`config.mk`:
```
export PLATFORM = sky130hd
export DESIGN_NAME = keypad_scan_encoder
export DESIGN_NICKNAME = d
export VERILOG_FILES = /design/src/rtl/keypad_scan_encoder.sv
export SDC_FILE = /design/constraint.sdc
export NUM_CORES = 1
export LEC_CHECK = 0
export CAP_MARGIN = 25
export CORE_MARGIN = 2
export CORE_UTILIZATION = 43
export DETAILED_ROUTE_END_ITERATION = 8
export PLACE_DENSITY = 0.74
export SLEW_MARGIN = 0
export SYNTH_ARGS = -nofsm -noshare
export SYNTH_HDL_FRONTEND = slang
export SYNTH_SLANG_ARGS = --single-unit
```
`constraint.sdc`:
```
create_clock -name clk -period 4.5 [get_ports clk]
set_clock_uncertainty 0.2 [all_clocks]
set_input_delay 0.9 -clock clk [delete_from_list [all_inputs] [get_ports clk]]
set_output_delay 0.9 -clock clk [all_outputs]
set_load 0.03 [all_outputs]
```
`src/rtl/keypad_scan_encoder.sv`:
```
// 4x4 matrix keypad scanner with press/release debounce and 4-bit key encoding.
// Optional row-input synchronizer enabled by defining KEYPAD_SYNC_EN.
module keypad_scan_encoder #(
  parameter int unsigned SCAN_DIV     = 1000,
  parameter int unsigned DEBOUNCE_CNT = 20000
) (
  input  logic       clk,
  input  logic       reset,
  input  logic [3:0] row_in,
  output logic [3:0] col_drive,
  output logic [3:0] digit,
  output logic       enter,
  output logic       key_held
);

  typedef enum logic [1:0] {
    SCAN     = 2'd0,
    DEBOUNCE = 2'd1,
    PRESS    = 2'd2,
    HOLD     = 2'd3
  } state_t;

  localparam logic [15:0] DWELL_LAST = 16'(SCAN_DIV - 1);
  localparam logic [15:0] DB_LAST    = 16'(DEBOUNCE_CNT - 1);

  logic [3:0] rows;

`ifdef KEYPAD_SYNC_EN
  logic [3:0] sync1, sync2;

  always_ff @(posedge clk) begin
    if (reset) begin
      sync1 <= '1;
      sync2 <= '1;
    end else begin
      sync1 <= row_in;
      sync2 <= sync1;
    end
  end

  assign rows = sync2;
`else
  assign rows = row_in;
`endif

  state_t      state, state_n;
  logic [15:0] cnt, cnt_n;
  logic [1:0]  col, col_n;
  logic [3:0]  row_pat, row_pat_n;
  logic [1:0]  row_idx, row_idx_n;
  logic [3:0]  digit_q, digit_n;
  logic        single_low;
  logic [1:0]  single_idx;

  function automatic logic [3:0] key_code(input logic [1:0] r, input logic [1:0] c);
    logic [3:0] code;
    case ({r, c})
      4'h0: code = 4'd1;
      4'h1: code = 4'd2;
      4'h2: code = 4'd3;
      4'h3: code = 4'd10;
      4'h4: code = 4'd4;
      4'h5: code = 4'd5;
      4'h6: code = 4'd6;
      4'h7: code = 4'd11;
      4'h8: code = 4'd7;
      4'h9: code = 4'd8;
      4'hA: code = 4'd9;
      4'hB: code = 4'd12;
      4'hC: code = 4'd14;
      4'hD: code = 4'd0;
      4'hE: code = 4'd15;
      default: code = 4'd13;
    endcase
    return code;
  endfunction

  // Only a pattern with exactly one low row counts as a clean single key.
  always_comb begin
    single_low = 1'b1;
    single_idx = 2'd0;
    case (rows)
      4'b1110: single_idx = 2'd0;
      4'b1101: single_idx = 2'd1;
      4'b1011: single_idx = 2'd2;
      4'b0111: single_idx = 2'd3;
      default: single_low = 1'b0;
    endcase
  end

  always_comb begin
    state_n   = state;
    cnt_n     = cnt + 16'd1;
    col_n     = col;
    row_pat_n = row_pat;
    row_idx_n = row_idx;
    digit_n   = digit_q;
    case (state)
      SCAN: begin
        if (cnt == DWELL_LAST) begin
          cnt_n = '0;
          if (single_low) begin
            row_pat_n = rows;
            row_idx_n = single_idx;
            state_n   = DEBOUNCE;
          end else begin
            col_n = col + 2'd1;
          end
        end
      end
      DEBOUNCE: begin
        if (rows != row_pat) begin
          state_n = SCAN;
          col_n   = col + 2'd1;
          cnt_n   = '0;
        end else if (cnt == DB_LAST) begin
          state_n = PRESS;
          cnt_n   = '0;
          digit_n = key_code(row_idx, col);
        end
      end
      PRESS: begin
        state_n = HOLD;
        cnt_n   = '0;
      end
      HOLD: begin
        if (rows != 4'b1111) begin
          cnt_n = '0;
        end else if (cnt == DB_LAST) begin
          state_n = SCAN;
          col_n   = col + 2'd1;
          cnt_n   = '0;
        end
      end
      default: begin
        state_n = SCAN;
        cnt_n   = '0;
      end
    endcase
  end

  always_ff @(posedge clk) begin
    if (reset) begin
      state   <= SCAN;
      cnt     <= '0;
      col     <= '0;
      row_pat <= '1;
      row_idx <= '0;
      digit_q <= '0;
    end else begin
      state   <= state_n;
      cnt     <= cnt_n;
      col     <= col_n;
      row_pat <= row_pat_n;
      row_idx <= row_idx_n;
      digit_q <= digit_n;
    end
  end

  assign col_drive = ~(4'b0001 << col);
  assign digit     = digit_q;
  assign enter     = (state == PRESS);
  assign key_held  = (state == PRESS) || (state == HOLD);

endmodule

```
### After elaboration in Yosys (flattened, before gate mapping)

Memories as Yosys holds them, arrays and structs flattened. A register that Yosys moved wholly into a read port is not among the register bits.
Cells that the tools add are included.

* memories kept: 1
* RAM bits: 0
* logic and storage cells: 57
* register bits: 26
* ROM bits: 64
* bits in latches: 0

Memory list
* (no name shown): words 16, bits a word 4, rd ports 1, clocked after Yosys merged registers in 1, write ports 0, RTL line 57 `case ({r, c})`

* div/mod/pow operators: 0
* bitwise operators: 2
* mux-type cells: 20
* multipliers: 0
* order comparisons: 0
* shift operators: 1
* reduce and logical (&&, ||, !) cells: 8
* eq/ne operators: 18
* add/sub/neg operators: 2

Operators by type and width (number)
* 16-bit two-way mux: 4
* 16-bit one-hot mux with 4 select lines: 1
* 2-bit two-way mux: 11
* 16-bit by 1-bit adder with 16-bit output (second input constant): 1
* 16-bit by 10-bit equality test with 1-bit output (second input constant): 1
* 16-bit by 15-bit equality test with 1-bit output (second input constant): 1
* 4-bit equality test (second input constant): 3
* 2-bit != test (second input constant): 6
* 2-bit one-hot mux with 3 select lines: 2
* 2-bit one-hot mux with 4 select lines: 1
* 3-bit AND reduction: 2
* 6-bit AND reduction: 1
* 5-bit AND reduction: 1
* 2-bit equality test (second input constant): 2
* 4-bit by 3-bit equality test with 1-bit output (second input constant): 1
* 4-bit != test: 1
* 4-bit != test (second input constant): 1
* 4-bit NOT: 1
* 4-bit OR reduction: 1
* 1-bit by 2-bit << shifter with 4-bit output (first input constant): 1
* 3-bit != test (second input constant): 1
* 3-bit nonzero test: 1
* 2-bit by 1-bit adder with 2-bit output (second input constant): 1
* 2-bit by 1-bit equality test with 1-bit output (second input constant): 1
* 4 further kinds: 4

### Depth between registers and ports, before layout

* depth in word-level cells: 6
* mapped depth: 7
* gate-level depth less buffers: 6

### Worst setup path before layout

No wires, ideal clock.

* path kind: input -> register
* from: in row_in[2]
* to: reg row_pat[2]
* cell stages on the path: 7
* data arrival time: 2.151 ns
* path slack: 2.029 ns
* cell sequence: buf_4 -> xor2_1 -> o211ai_2 -> a2111oi_4 -> buf_6 -> nor2b_1 -> a211o_1

* cells in the longest elaborated chain, start to end: 4
* elaborated cells on any way between the ends: 7

RTL lines
* from (decl): RTL line 9 `input logic [3:0] row_in,`
* 4-bit by 3-bit equality test with 1-bit output / 4-bit equality test (equally long branches): RTL line 82 `case (rows)`
* 4-bit OR reduction (no line)
* 1-bit two-way mux: RTL line 82
* 3-bit AND reduction (no line)
* to (signal assigned): RTL line 154 `row_pat <= row_pat_n;`
* to (decl): RTL line 49 `logic [3:0] row_pat, row_pat_n;`

Parallel ways exist; a longest one is shown, timed or not.
A chain may end at the register's enable or synchronous reset.

### Worst setup path after layout

* from: in row_in[3]
* to: reg row_pat[0]

* cells in the longest elaborated chain, start to end: 4
* elaborated cells on any way between the ends: 7

RTL lines (RTL line)
* 4-bit by 3-bit equality test with 1-bit output / 4-bit equality test (equally long branches): 82
* 4-bit OR reduction (no line) *
* 1-bit two-way mux *: 82
* 3-bit AND reduction (no line) *

Every way passes the cells marked *; elsewhere a longest branch is shown, timed or not.

==> impl_metrics.ini <==
[run_status]
status = complete, no violations

[cells_and_area]
insertedDiodeCount = 0
final_cell_area_sq_um = 1999
layout-drive-gt1-share_pct = 9.000
syn_to_final_growth_pct = 14.80
final_core_util_pct = 50.71
n_fill_cell = 366
nets = 212
final_cells = 250

[global_routing]
grt_pass1_vias = 1178
met1_usage_pct = 17.73
antenna_found_initial = 0
grt.overflow.total = 0
met2_usage_pct = 27.70
track_usage_pct = 15.93
grt_max_degree = 25
grt-busiest-layer = met2
grtUsageMet3_pct = 5.500
grt_pass1_wl_um = 5354

[logic_synthesis]
syn-cell-area_sq_um = 1742
avgSynthCellArea_sq_um = 9.215
yosys.area.top_type_share_pct = 34.48
synthCells = 189
yosysUniqueCellTypes = 46
syn_nets = 202
ys_seq_area_share_pct = 34.48
async_reset_ff_share_pct = 0
yosys_warnings = 0
synth_ff_type = dfxtp_1
ys_ff_latch = 30
ys_top_cells_by_area = dfxtp_1 (34%), xor2_1 (5.5%), ha_1 (5.0%)
synth_largest_area_cell = dfxtp_1
synth_enable_flop_cells = 0

[setup_path]
reg2reg_from = cnt[0]$_SDFF_PP0_
required_ps = 4470
path_max_fanout = 12
startpoint = row_in[3]
critical_path_class = primary input to register
end_kind = register
crit_arrival_ps = 3010
worstSetupStartpointType = primary input

[run]
drv_cap = 0

[clocking]
htreeDepth = 2
clockBufferDepth = 2
cts_made_buffers = 5
postCtsResizedCells = 0
root_buffer = clkbuf_8
cts_setup_buffers = 0
cts_tree = done
ctsHoldBuffers = 0
clk_latency_ps = 280
cts.clk_slew.worst_paths_ps = 60
cts_sinks = 30

[sta]
fmax_ghz = 0.3293
hold_viol = 0
fin_setup_tns_ps = 0
tightest_slew_ps = 823.1
report.final.slew_viol_count = 0
worst_slew_margin_rel_pct = 45.12
final-setup-viol-count = 0
min_period_ps = 3037
grt_setup_unrepaired = false
finalCritPeriodShare_pct = 67.49
whs_ps = 258.2

[die]
rows = 23
dieHeight_um = 67.64
die_w_um = 67.64
die-area_sq_um = 4575
start_util_pct = 44.18
ioPinCount = 16
core_sq_um = 3943

[pwr]
leakage_nw = 0.6945
power.density_nw_per_um2 = 262.2
ir_drop_mv = 0.1615

[placed_design]
port_buffers = 15
routabilityCongestion = 0.7576
place_area_sq_um = 1908
dpl.cell_count = 242
dpl.hpwl_um = 2198

[detailed_routing]
drc_errors = 0
wl_per_cell_um = 12.95
drt_first_pass_iters = 4
wirelength_um = 3237
antenna_left = 0
viasPerCell = 5.224
via_count = 1306
initialDrtViolationCount = 57

[hold_path]
min_from = cnt[0]$_SDFF_PP0_
hold_class = register to register
==> metrics by stage <==
step / setup slack (ps) / total power, mW
after detailed placement: 1219 / 0.3059
after global placement: 1266 / 0.3019
after CTS: 1467 / 0.5317
after floorplan: 2029 / 0.2969
final: 1463 / 0.5242
after global routing: 1335 / 0.5487
==> cell usage after synthesis (2+ instances only) <==
library cell / n
and3_1: 4
and4b_1: 2
a21oi_1: 7
xor2_1: 11
nand4_1: 8
xnor2_1: 9
nand2_1: 9
a21o_1: 2
buf_2: 2
and4_1: 3
nor3_1: 17
buf_4: 2
ha_1: 7
nor2_1: 8
a211oi_1: 3
buf_6: 2
nand2b_1: 6
inv_1: 9
mux2i_1: 5
nor3b_1: 2
dfxtp_1: 30
nand3_1: 4
a211o_1: 4
clkbuf_1: 7
nor2b_1: 5
==> metal layers <==
metal	share of wire (%)	vias up
met3	3.5	5
met2	48	15
met4	1.2	0
met5	0	-
li1	-	687
met1	47	599
==> path summary, 6_finish.rpt <==
| kind | cells past startpoint | endpoint | slack [ps] |
|---|---|---|---|
| max | 6 | row_pat[0]$_SDFFE_PP1P_ | 1460 |
| min | 1 | cnt[0]$_SDFF_PP0_ | 260 |
| max reg2reg | 5 | cnt[5]$_SDFF_PP0_ | 2200 |
| min reg2reg | 1 | cnt[0]$_SDFF_PP0_ | 260 |
==> worst max-delay path, stage by stage <==
cell and delay [ps]:
clkdlybuf4s50_1 670, xor2_1 290, o211ai_2 140, a2111oi_4 630, nor2b_1 100, a211o_1 280
==> layout by cell type, fill, tap and decap left out, types with 3 or more instances in the layout <==
master           count
a21oi_1              7
xnor2_1              9
nand2_1              9
nor3_1              17
dfxtp_1             30
nor2_1               8
and3_1               4
nand3_1              4
nand4_1              8
nor2b_1              5
nand2b_1             6
xor2_1              11
ha_1                 7
inv_1                9
clkbuf_8             6
a211oi_1             3
and4_1               3
mux2i_1              5
a211o_1              4
clkdlybuf4s50_1     15
==> final cells by class <==
class                   instances  area (sq um)  area share (%)
flip-flops and latches         30         600.6           30.04
inverters                       9         33.78           1.690
well taps                      50         62.56           3.129
clock buffers                   7         86.33           4.318
clock inverters                 1         5.005          0.2503
multi-input cells             137          1033           51.69
repair buffers                 16         177.7           8.886
==> kinds of logic after synthesis <==
kind of cell	after synthesis	share of synthesized area [%]
flip-flops	30	34.48
buffers and inverters	22	6.178
adder cells (fa/ha/maj)	7	5.029
multiplexers	7	4.813
AND/OR/NAND/NOR	79	27.87
AO/OA/AOI/OAI	24	11.57
XOR/XNOR	20	10.06
==> where the power goes <==
part | switching [mW] | total [mW] | internal, mW
Sequential | 0.00178 | 0.270 | 0.268
Combinational | 0.0163 | 0.0304 | 0.0141
Clock | 0.101 | 0.224 | 0.123
Total | 0.119 | 0.524 | 0.405
==> flip-flops by register name (all words and copies together) (netlist names), named ones only <==
name and count:
row_idx 2, state 1, digit 4, col 2, row_pat 4, cnt 16
(Power assumes the default switching activity.)
